`src/rtl/dm_port_arbiter_pkg.sv`:
```
// -----------------------------------------------------------------------------
// dm_port_arbiter_pkg
// Shared constants for the data-memory port arbiter and its neighbours:
//   - default highest legal byte address of the data RAM
//   - port index constants (CPU MEM stage = 0, debug/program-load bridge = 1)
//   - byte-enable patterns produced by the MEM-stage store formatter
//   - small helper to build a one-hot port grant from a port index
// -----------------------------------------------------------------------------
package dm_port_arbiter_pkg;

    localparam logic [31:0] ADDR_LIMIT_DEF = 32'h0000_1fff;

    localparam int PORT_CPU = 0;
    localparam int PORT_BRG = 1;

    // Byte-enable patterns emitted by the store formatter (already lane aligned).
    localparam logic [3:0] BE_BYTE    = 4'b0001;
    localparam logic [3:0] BE_HALF_LO = 4'b0011;
    localparam logic [3:0] BE_HALF_HI = 4'b1100;
    localparam logic [3:0] BE_WORD    = 4'b1111;

    function automatic logic [1:0] port_onehot(input logic port);
        return port ? 2'b10 : 2'b01;
    endfunction

endpackage

```
`src/rtl/dm_port_arbiter_rr_arb2.sv`:
```
// -----------------------------------------------------------------------------
// rr_arb2
// Two-way round-robin arbiter with a bounded lock.
//   clk, reset : clock, asynchronous active-low reset
//   req[1:0]   : per-port request
//   lock[1:0]  : per-port lock; only matters while that port holds the grant
//   gnt[1:0]   : one-hot grant, combinational, same cycle as req
// State: last_gnt (index of the most recently granted port) and lock_cnt
// (number of consecutive locked grants to last_gnt; nonzero means the
// previous cycle was a locked grant to that port).
// -----------------------------------------------------------------------------
module rr_arb2
    import dm_port_arbiter_pkg::*;
#(
    parameter int LOCK_MAX = 8
) (
    input  logic       clk,
    input  logic       reset,
    input  logic [1:0] req,
    input  logic [1:0] lock,
    output logic [1:0] gnt
);

    localparam logic [7:0] LOCK_MAX_C = 8'(LOCK_MAX);

    logic       last_gnt;
    logic [7:0] lock_cnt;
    logic       hold;
    logic       win;
    logic       any_req;

    always_comb begin
        // NOTE: every always_comb output gets a default first, so no path
        // through the block can leave a value unassigned and infer a latch.
        win     = 1'b0;
        any_req = |req;
        // The lock holds only while the holder keeps req and lock high and
        // has not yet used up its LOCK_MAX consecutive grants.
        hold    = (lock_cnt != 8'd0) && (lock_cnt < LOCK_MAX_C)
                  && req[last_gnt] && lock[last_gnt];
        if (hold) begin
            win = last_gnt;
        end else if (&req) begin
            win = ~last_gnt;
        end else begin
            win = req[1];
        end
        gnt = any_req ? port_onehot(win) : 2'b00;
    end

    // NOTE: sequential state uses non-blocking assignments so every register
    // samples the pre-edge values, independent of statement order.
    always_ff @(posedge clk or negedge reset) begin
        if (!reset) begin
            last_gnt <= 1'b1;           // port 0 wins the first contention
            lock_cnt <= 8'd0;
        end else if (any_req) begin
            last_gnt <= win;
            if (lock[win]) begin
                // A fresh lock (port change or forced release) restarts at 1.
                lock_cnt <= hold ? lock_cnt + 8'd1 : 8'd1;
            end else begin
                lock_cnt <= 8'd0;
            end
        end else begin
            lock_cnt <= 8'd0;
        end
    end

endmodule

```
`src/rtl/dm_port_arbiter.sv`:
```
// -----------------------------------------------------------------------------
// dm_port_arbiter
// Shares the single-port data-memory block RAM between the CPU MEM stage
// (port 0) and the debug/program-load bridge (port 1).
//   clk, reset      : clock, asynchronous active-low reset
//   req/lock/we[1:0]: per-port request, lock, store flag
//   addr[63:0]      : byte addresses {port1, port0}
//   be[7:0]         : byte enables {port1, port0}
//   wdata[63:0]     : lane-replicated write data {port1, port0}
//   gnt[1:0]        : one-hot grant, combinational
//   rvalid[1:0]     : one-hot response strobe for the previous cycle's grant
//   rdata[31:0]     : load data (0 for stores and out-of-range accesses)
//   err             : out-of-range flag, qualified by rvalid
//   mem_we/mem_addr/mem_wdata/mem_rdata : block RAM port (1-cycle read)
// -----------------------------------------------------------------------------
module dm_port_arbiter
    import dm_port_arbiter_pkg::*;
#(
    parameter logic [31:0] ADDR_LIMIT = ADDR_LIMIT_DEF,
    parameter int          AW         = 11,
    parameter int          LOCK_MAX   = 8
) (
    input  logic          clk,
    input  logic          reset,
    input  logic [1:0]    req,
    input  logic [1:0]    lock,
    input  logic [1:0]    we,
    input  logic [63:0]   addr,
    input  logic [7:0]    be,
    input  logic [63:0]   wdata,
    output logic [1:0]    gnt,
    output logic [1:0]    rvalid,
    output logic [31:0]   rdata,
    output logic          err,
    output logic [3:0]    mem_we,
    output logic [AW-1:0] mem_addr,
    output logic [31:0]   mem_wdata,
    input  logic [31:0]   mem_rdata
);

    logic [1:0]    arb_gnt;
    logic          sel;
    logic          granted;
    logic [31:0]   sel_addr;
    logic [31:0]   sel_wdata;
    logic [3:0]    sel_be;
    logic          sel_we;
    logic          oor;
    logic [AW-1:0] addr_q;
    logic [1:0]    rsp_vld;
    logic          rsp_err;
    logic          rsp_load;

    rr_arb2 #(
        .LOCK_MAX (LOCK_MAX)
    ) u_arb (
        .clk   (clk),
        .reset (reset),
        .req   (req),
        .lock  (lock),
        .gnt   (arb_gnt)
    );

    // No grant is visible while reset is held, even with requests pending.
    assign gnt     = reset ? arb_gnt : 2'b00;
    assign granted = |gnt;
    assign sel     = gnt[PORT_BRG];

    assign sel_addr  = sel ? addr[63:32]  : addr[31:0];
    assign sel_wdata = sel ? wdata[63:32] : wdata[31:0];
    assign sel_be    = sel ? be[7:4]      : be[3:0];
    assign sel_we    = sel ? we[PORT_BRG] : we[PORT_CPU];

    assign oor = sel_addr > ADDR_LIMIT;

    // Out-of-range accesses still consume the slot but never write the RAM.
    assign mem_we    = (granted && sel_we && !oor) ? sel_be : 4'b0000;
    // Idle cycles hold the last address so the RAM address bus stays quiet.
    assign mem_addr  = granted ? sel_addr[AW+1:2] : addr_q;
    assign mem_wdata = sel_wdata;

    always_ff @(posedge clk or negedge reset) begin
        if (!reset) begin
            addr_q   <= '0;
            rsp_vld  <= 2'b00;
            rsp_err  <= 1'b0;
            rsp_load <= 1'b0;
        end else begin
            if (granted) begin
                addr_q <= sel_addr[AW+1:2];
            end
            rsp_vld  <= gnt;
            rsp_err  <= granted && oor;
            rsp_load <= granted && !oor && !sel_we;
        end
    end

    assign rvalid = rsp_vld;
    assign err    = rsp_err;
    // The RAM output is already aligned with the response cycle.
    assign rdata  = rsp_load ? mem_rdata : 32'h0;

endmodule

```
`config.mk`:
```
export PLATFORM = sky130hd
export DESIGN_NAME = dm_port_arbiter
export DESIGN_NICKNAME = d
export VERILOG_FILES = /design/src/rtl/dm_port_arbiter_pkg.sv /design/src/rtl/dm_port_arbiter_rr_arb2.sv /design/src/rtl/dm_port_arbiter.sv
export SDC_FILE = /design/constraint.sdc
export NUM_CORES = 1
export LEC_CHECK = 0
export CORE_AREA = 2 2 101 103
export CTS_CLUSTER_SIZE = 8
export DETAILED_ROUTE_END_ITERATION = 10
export DIE_AREA = 0 0 103 105
export GPL_ROUTABILITY_DRIVEN = 0
export PLACE_DENSITY = 0.67
export SYNTH_ARGS = -nofsm -noshare
export SYNTH_HDL_FRONTEND = slang
export SYNTH_SLANG_ARGS = --single-unit
```
`constraint.sdc`:
```
create_clock -name clk -period 3.2 [get_ports clk]
set_input_delay 0.48 -clock clk [delete_from_list [all_inputs] [get_ports clk]]
set_output_delay 0.48 -clock clk [all_outputs]
set_load 0.005 [all_outputs]
```
# ---- Word level (Yosys, flattened, before mapping)
# Index checks and enable logic that the tools add are counted.
dict set report word_totals {
  register_bits 24
  inputBits 176
  output_inout_bits 84
  word_cells 47
}
dict set report classes {
  n_addsub 1
  order_cmp 4
  mux 21
  bitwise 1
  n_reduce_logical 14
}
# cell count
set ops {}
lappend ops {{$mux 32} 3}
lappend ops {{$gt 32x13->1 const B} 1}
lappend ops {{$mux 8} 3}
lappend ops {{$mux 11} 1}
lappend ops {{$mux 1} 9}
lappend ops {{$add 8x1->8 const B} 1}
lappend ops {{$logic_and 1x1->1} 8}
lappend ops {{$lt 8x4->1 const B} 1}
lappend ops {{$mux 4} 2}
lappend ops {{$reduce_bool 8->1} 1}
lappend ops {{$mux 2} 3}
lappend ops {{$lt 1x2->1 const B} 2}
lappend ops {{$reduce_or 2->1} 2}
lappend ops {{$logic_not 1->1} 2}
lappend ops {{$reduce_and 2->1} 1}
lappend ops {{$not 1->1} 1}

# ---- Longest topological paths before layout
# Gate-level depths: netlist of the first run.
dict set report depth {
  ltp_word 13
  ltp_mapped 9
  ltp_nobuf 8
}

# ---- Cells and area by module
# A second synthesis of the first run with hierarchy kept.
dict set report unflattened {
  hier_cells 262
  hier_area_um2 1845.5
}
# mod n_inst cells_per_inst area_per_inst_um2 seq_area_each_um2
set modules_own_cells {}
lappend modules_own_cells {dm_port_arbiter 1 223 1402.6 375.4}
lappend modules_own_cells {rr_arb2 1 39 442.9 226.5}

# ---- Worst setup path after synthesis of the first run
# No wires, ideal clock.
dict set report synth_path {
  path_type {flip-flop to output port}
  from {reg u_arb.lock_cnt[4]}
  to {out mem_wdata[10]}
  arrival_ps 2245
  required_ps 2720
  slack_ps 475
  path_stages_with_launch 8
  path_buffers 2
  path_cell_list {dfrtp_1 -> or4_1 -> a2111o_1 -> mux2_2 -> clkbuf_1 -> clkbuf_1 -> nand2_1 -> nand2_1}
}
dict set report synth_between {
  elab_chain_cells 9
  word_cells_on_any_way 10
  classes_between {order compare (1); mux (5); reduce/logical (4)}
}
# item line
set synth_rtl {}
lappend synth_rtl {{start, declared} dm_port_arbiter_rr_arb2.sv:27} ;# logic [7:0] lock_cnt;
lappend synth_rtl {{start signal, assigned} dm_port_arbiter_rr_arb2.sv:61} ;# lock_cnt <= hold ? lock_cnt + 8'd1 : 8'd1;
lappend synth_rtl {{$lt 8x4->1 or $reduce_bool 8->1 (tied branches)} dm_port_arbiter_rr_arb2.sv:39} ;# hold = (lock_cnt != 8'd0) && (lock_cnt < LOCK_MAX_C)
lappend synth_rtl {{$logic_and 1x1->1 (*)} dm_port_arbiter_rr_arb2.sv:39}
lappend synth_rtl {{$logic_and 1x1->1 (*) (2 in series)} dm_port_arbiter_rr_arb2.sv:40} ;# && req[last_gnt] && lock[last_gnt];
lappend synth_rtl {{$mux 1 (*)} dm_port_arbiter_rr_arb2.sv:41} ;# if (hold) begin
lappend synth_rtl {{$mux 2 (*)} dm_port_arbiter_pkg.sv:23} ;# return port ? 2'b10 : 2'b01;
lappend synth_rtl {{$mux 2 (*)} dm_port_arbiter_rr_arb2.sv:48} ;# gnt = any_req ? port_onehot(win) : 2'b00;
lappend synth_rtl {{$mux 2 (*)} dm_port_arbiter.sv:65} ;# assign gnt = reset ? arb_gnt : 2'b00;
lappend synth_rtl {{$mux 32 (*)} dm_port_arbiter.sv:70} ;# assign sel_wdata = sel ? wdata[63:32] : wdata[31:0];
lappend synth_rtl {{end, declared} dm_port_arbiter.sv:37} ;# output logic [31:0] mem_wdata,
# Every way passes the cells marked *; elsewhere a longest branch is shown, timed or not.

# ---- Worst setup path in the final report of the first run
dict set report layout_path {
  from {in req[0]}
  to {out mem_addr[9]}
}
dict set report layout_between {
  elab_chain_cells 10
  word_cells_on_any_way 14
  classes_between {mux (9); reduce/logical (5)}
}
# item line
set layout_rtl {}
lappend layout_rtl {{start, declared} dm_port_arbiter.sv:25} ;# input logic [1:0] req,
lappend layout_rtl {{$mux 1 (implied by the code) (2 in series)} dm_port_arbiter_rr_arb2.sv:40}
lappend layout_rtl {{$logic_and 1x1->1 (2 in series)} dm_port_arbiter_rr_arb2.sv:40}
lappend layout_rtl {{$mux 1} dm_port_arbiter_rr_arb2.sv:41}
lappend layout_rtl {{$mux 2} dm_port_arbiter_pkg.sv:23}
lappend layout_rtl {{$mux 2 (*)} dm_port_arbiter_rr_arb2.sv:48}
lappend layout_rtl {{$mux 2 (*)} dm_port_arbiter.sv:65}
lappend layout_rtl {{$mux 32 or $reduce_or 2->1 (tied branches)} {dm_port_arbiter.sv:69, dm_port_arbiter.sv:66}}
lappend layout_rtl {{$mux 11 (*)} --}
lappend layout_rtl {{end, declared} dm_port_arbiter.sv:36} ;# output logic [AW-1:0] mem_addr,
# Every way passes the cells marked *; elsewhere a longest branch is shown, timed or not. The select of a mux whose other input is x is not followed.

==> results.json, run 1 <==
{
  "fin_nets": 720,
  "cp.required_ns": 2.72,
  "start_util": 0.186,
  "drt_wl_total_mm": 10.6,
  "portBuffers": 255,
  "avgSynthCellArea_sq_um": 6.79,
  "grt_max_degree": 33,
  "cts_num_sinks": 24,
  "finalPower_mw": 1.06,
  "place_inst": 658,
  "final_layout_size_suffix_gt1_frac": 0.0906,
  "crit_path_end_kind": "primary output",
  "clk_pin_slew_ns": 0.09,
  "crit_type": "primary input to primary output",
  "antenna_found_initial": 0,
  "cp.arrival_ns": 2.71,
  "grt_util_all_layers": 0.180,
  "htreeDepth": 1,
  "ys_seq_area_frac": 0.336,
  "slew_headroom": 0.544,
  "final_hold_viol_count": 0,
  "routedWlPerCell_um": 15.7,
  "drcViolationCount": 0,
  "netlist_top_cells_area": "dfrtp_1 (32%), nand2_1 (21%), and2_1 (11%)",
  "post-dp-hpwl_mm": 8.32,
  "core_area_sq_mm": 0.00964,
  "period_share": 0.998,
  "start_kind": "primary input",
  "diodes": 0,
  "die_h_um": 105,
  "yosysUniqueCellTypes": 33,
  "p_sw_frac": 0.264,
  "yosys.area.top_type": "dfrtp_1",
  "grt_first_pass_wirelength_mm": 15.1,
  "slew_violations": 0,
  "tns_ns": 0,
  "cts_buffers": 3,
  "max-cap-violations": 0,
  "p_switching_mw": 0.279,
  "tightest_slew_ns": 0.684,
  "cts_tree": "yes",
  "finalWorstPathRequiredPeriod_ns": 3.19,
  "synth_seq_cells": 24,
  "syn2layout_area_growth_pct": 171,
  "syn_area_sq_mm": 0.00179,
  "rrSetupSlack_ns": 0.46,
  "grt_remaining_overflow": 0,
  "combPwrFrac": 0.478,
  "ir_drop_mv": 0.112,
  "clkPwrFrac": 0.197,
  "p_int_mw": 0.779,
  "outcome": "finished clean",
  "clk_path_buf_depth": 2,
  "finalSetupViolations": 0,
  "io_pins": 260,
  "final_cells": 674,
  "yosys_warnings": 0,
  "synthCells": 264,
  "cts-hold-fix-buffers": 0,
  "die_area_sq_mm": 0.0108,
  "fmax_ghz": 0.313,
  "die_w_um": 103,
  "grt_setup_unrepaired": "true",
  "row_count": 36,
  "hp-class": "register to register",
  "clk_latency_ns": 0.27,
  "ant_nets": 0,
  "drtPass1Iterations": 4,
  "vias": 2944,
  "power_density_mw_per_mm2": 218,
  "sequentialPowerShare": 0.326,
  "viasPerCell": 4.37,
  "grt_pass1_vias": 2963,
  "skew_ns": 0.00572,
  "fillerInstances": 968,
  "root_buffer": "clkbuf_8",
  "drt_iter0_drc": 85,
  "crit_fanout": 6,
  "leakage_nw": 2.17,
  "synth_top_area_frac": 0.321
}
[per-stage QoR]
step	util	hold slack, ns	area [sq um]	setup WS (ns)
after floorplan	-	0.184	1800	0.475
after global placement	0.478	0.543	4610	-0.181
after detailed placement	0.478	0.551	4610	-0.199
after CTS	0.489	0.570	4720	-0.106
after global routing	0.504	0.595	4860	-0.0910
final	0.504	0.566	4860	0.00745
[power groups by stage]
stage / sequential, mW / combinational, mW / clock [mW]
after floorplan: 0.347 / 0.116 / 0
after global placement: 0.348 / 0.496 / 0
after detailed placement: 0.350 / 0.502 / 0
after CTS: 0.344 / 0.490 / 0.218
after global routing: 0.347 / 0.548 / 0.231
final: 0.345 / 0.506 / 0.208
[worst max-delay path, stage by stage]
cell and delay (ns):
clkdlybuf4s50_1 0.48, nand3b_1 0.08, a2111o_1 0.44, buf_4 0.18
mux2_4 0.36, nor3_2 0.16, nor2_1 0.08, clkdlybuf4s50_1 0.44
[synth_stat cells (all sizes together)]
master / count
a21boi: 1
nand4: 1
xor2: 1
mux2: 3
or3b: 1
or4: 5
nand2b: 1
mux2i: 1
nor2b: 1
a21oi: 5
nand2: 98
ha: 2
inv: 4
o21ai: 3
o21a: 1
nor2: 17
o22ai: 11
nor4: 8
a2111o: 1
clkbuf: 11
or4b: 1
buf: 3
nand3b: 1
nand3: 12
and2: 32
conb: 1
xnor2: 1
dfstp: 1
dfrtp: 23
nor3: 13
[cells by family (layout without fill, tap and decap cells)]
group | count (synthesis) | in the layout | synth area share
AND/OR/NAND/NOR | 191 | 191 | 0.497
XOR/XNOR | 2 | 2 | 0.00978
AO/OA/AOI/OAI | 22 | 22 | 0.0754
buffers and inverters | 18 | 291 | 0.0398
flip-flops | 24 | 24 | 0.336
adder cells (fa/ha/maj) | 2 | 2 | 0.0140
multiplexers | 4 | 5 | 0.0265
other | 1 | 4 | 0.00209
[cells in the final DEF (no fill, tap or decap), types with 2 or more instances in the layout]
cell type and count:
buf_12 3, inv_1 3, and2_1 32, ha_1 2, or4_1 4, o21ai_0 2
clkbuf_8 4, nor3_1 6, clkdlybuf4s50_1 207, buf_4 23, nand3_1 12, nor4_1 8
nor3_2 7, clkdlybuf4s15_1 7, dfrtp_1 23, o22ai_1 10, nand2_1 98, nor2_1 17
a21oi_1 5, dlygate4sd2_1 33, conb_1 4, dlymetal6s2s_1 8, mux2_4 3
[metal layers]
metal | vias up | wire length (um) | global-route usage
met5 | - | 0 | 0
met2 | 146 | 5610 | 0.347
met3 | 19 | 1050 | 0.0522
met4 | 0 | 294 | 0.0611
met1 | 1352 | 3600 | 0.177
li1 | 1427 | - | -
[sequential cells by signal, summed over array words and instances, names as in the netlist]
signal,cells
u_arb.last_gnt,1
err,1
rvalid,2
u_arb.lock_cnt,8
rsp_load,1
addr_q,11
[path summary, 6_finish.rpt]
path                              startpoint                end  cells past startpoint
min reg2reg                        addr_q[2]          addr_q[2]                      2
min in group asynchronous              reset  u_arb.lock_cnt[7]                      2
max in group asynchronous              reset  u_arb.lock_cnt[2]                      2
min                                addr_q[2]          addr_q[2]                      2
max                                   req[0]        mem_addr[9]                      8
max reg2reg                u_arb.lock_cnt[4]           rsp_load                      8
[area by class of cell]
class                           count  area [sq um]  area share
Multi-Input combinational cell    226          1190       0.246
Clock buffer                        4          55.1      0.0113
Inverter                            4          22.5     0.00464
Timing Repair Buffer              283          2820       0.580
Sequential cell                    24           602       0.124
Tap cell                          133           166      0.0343
[what timing repair did]
action | in CTS | in global routing
pin swaps | 1 | 1
setup endpoints to repair | 49 | 10
gates cloned | 2 | 1
gates resized for setup | 54 | 23
buffers inserted | 3 | 6
Note: power is estimated with default switching activity, not from simulation.
==> inputs of run 2 (changes only) <==
MAX_ROUTING_LAYER = met4   (was unset)
==> results.json, run 2 (synthesis results as in run 1) <==
{
  "row_count": 36,
  "core_area_sq_mm": 0.00964,
  "fmax_ghz": 0.313,
  "largest_register": "addr_q",
  "grt_pass1_vias": 2975,
  "viasPerCell": 4.39,
  "finalPower_mw": 1.06,
  "grt_remaining_overflow": 0,
  "drt_wl_total_mm": 10.6,
  "post-dp-hpwl_mm": 8.32,
  "clk_path_buf_depth": 2,
  "leakage_nw": 2.18,
  "crit_fanout": 6,
  "r2r-end": "rsp_load",
  "cts_tree": "yes",
  "finalWorstPathRequiredPeriod_ns": 3.20,
  "place_inst": 658,
  "rrSetupSlack_ns": 0.46,
  "die_h_um": 105,
  "hold-path-cell-count": 2,
  "grt_max_degree": 33,
  "cts_num_sinks": 24,
  "clk_pin_slew_ns": 0.09,
  "period_share": 0.999,
  "skew_ns": 0.00593,
  "die_w_um": 103,
  "htreeDepth": 1,
  "final_hold_viol_count": 0,
  "power_density_mw_per_mm2": 218,
  "routedWlPerCell_um": 15.7,
  "root_buffer": "clkbuf_8",
  "placed_area_sq_mm": 0.00461,
  "whs_ns": 0.567,
  "max-cap-violations": 0,
  "finalSetupViolations": 0,
  "drt_iter0_drc": 80,
  "ff2ff_path_depth": 8,
  "mostFrequentLayoutCells": "clkdlybuf4s50_1 (206), nand2_1 (98), and2_1 (32), dlygate4sd2_1 (32)",
  "cp.required_ns": 2.72,
  "io_pins": 260,
  "cts_buffers": 3,
  "portBuffers": 255,
  "cp.arrival_ns": 2.72,
  "drtPass1Iterations": 4,
  "vias": 2957,
  "slew_violations": 0,
  "hp-class": "register to register",
  "final_layout_size_suffix_gt1_frac": 0.0906,
  "clk_latency_ns": 0.27,
  "start_kind": "register",
  "cts-hold-fix-buffers": 0,
  "die_area_sq_mm": 0.0108,
  "diodes": 0,
  "antenna_found_initial": 0,
  "fin_area_sq_mm": 0.00486,
  "worstReg2RegStart": "u_arb.lock_cnt[4]",
  "min_to": "addr_q[2]",
  "crit_type": "register to primary output",
  "outcome": "finished clean",
  "worstHoldStart": "addr_q[2]",
  "grt_first_pass_wirelength_mm": 15.1,
  "ir_drop_mv": 0.112,
  "tightest_slew_ns": 0.664,
  "start_util": 0.186,
  "crit_path_end_kind": "primary output",
  "syn2layout_area_growth_pct": 171,
  "grt_util_all_layers": 0.184,
  "grt_setup_unrepaired": "true",
  "fin_nets": 720,
  "final_common_cell": "clkdlybuf4s50_1",
  "ant_nets": 0,
  "drcViolationCount": 0,
  "largest_reg_flops": 11,
  "final_cells": 674,
  "slew_headroom": 0.557
}
-- run 2: repair_timing --
action	CTS	global route
gates cloned	2	1
endpoints found under the hold margin	0	0
resized for setup	54	25
setup endpoints to repair	49	10
pin swaps	1	1
buffers inserted	3	6
-- run 2: cell type report --
class                           instances  area (sq um)
Inverter                                4          22.5
Sequential cell                        24           602
Fill cell                             968          4780
Multi-Input combinational cell        226          1190
Tap cell                              133           166
Clock buffer                            4          55.1
Timing Repair Buffer                  283          2820
-- run 2: through the flow --
| step | utilization | TNS [ns] | worst slack, ns |
|---|---|---|---|
| 5_1_grt | 0.504 | -0.404 | -0.118 |
| 3_5_place_dp | 0.478 | -3.71 | -0.199 |
| 2_1_floorplan | - | 0 | 0.475 |
| 6_report | 0.504 | 0 | 0.00195 |
| 4_1_cts | 0.489 | -0.351 | -0.106 |
| 3_3_place_gp | 0.478 | -2.81 | -0.181 |
-- run 2: worst max-delay path by stage --
stage	start	end	slack (ns)	depth (start not counted)
6_report	u_arb.lock_cnt[4]	mem_addr[5]	0.002	7
5_1_grt	u_arb.lock_cnt[4]	mem_addr[5]	-0.12	7
4_1_cts	u_arb.lock_cnt[4]	mem_addr[10]	-0.11	7
3_5_place_dp	lock[0]	mem_addr[10]	-0.20	8
3_3_place_gp	lock[0]	mem_addr[10]	-0.18	8
2_1_floorplan	u_arb.lock_cnt[4]	mem_wdata[10]	0.47	7
-- run 2: report_power, final --
group	switching (mW)	leakage (nW)	total (mW)	internal (mW)
clock	0.0976	0.0288	0.208	0.110
sequential	0.0112	0.287	0.345	0.333
combinational	0.170	1.87	0.506	0.336
-- run 2: critical path, stage by stage, from the launching register on --
cell and delay, ns:
dfrtp_1 0.36, or4_4 0.52, a2111o_1 0.33, buf_4 0.18, mux2_4 0.36, nor3_2 0.18, nor2_1 0.08, clkdlybuf4s50_1 0.44
-- run 2: routing by layer --
metal,GRT usage,share of wire,vias to the layer above
li1,-,-,1428
met1,0.181,0.35,1356
met2,0.348,0.53,151
met3,0.0415,0.092,22
met4,0.0611,0.029,0
met5,-,0,-
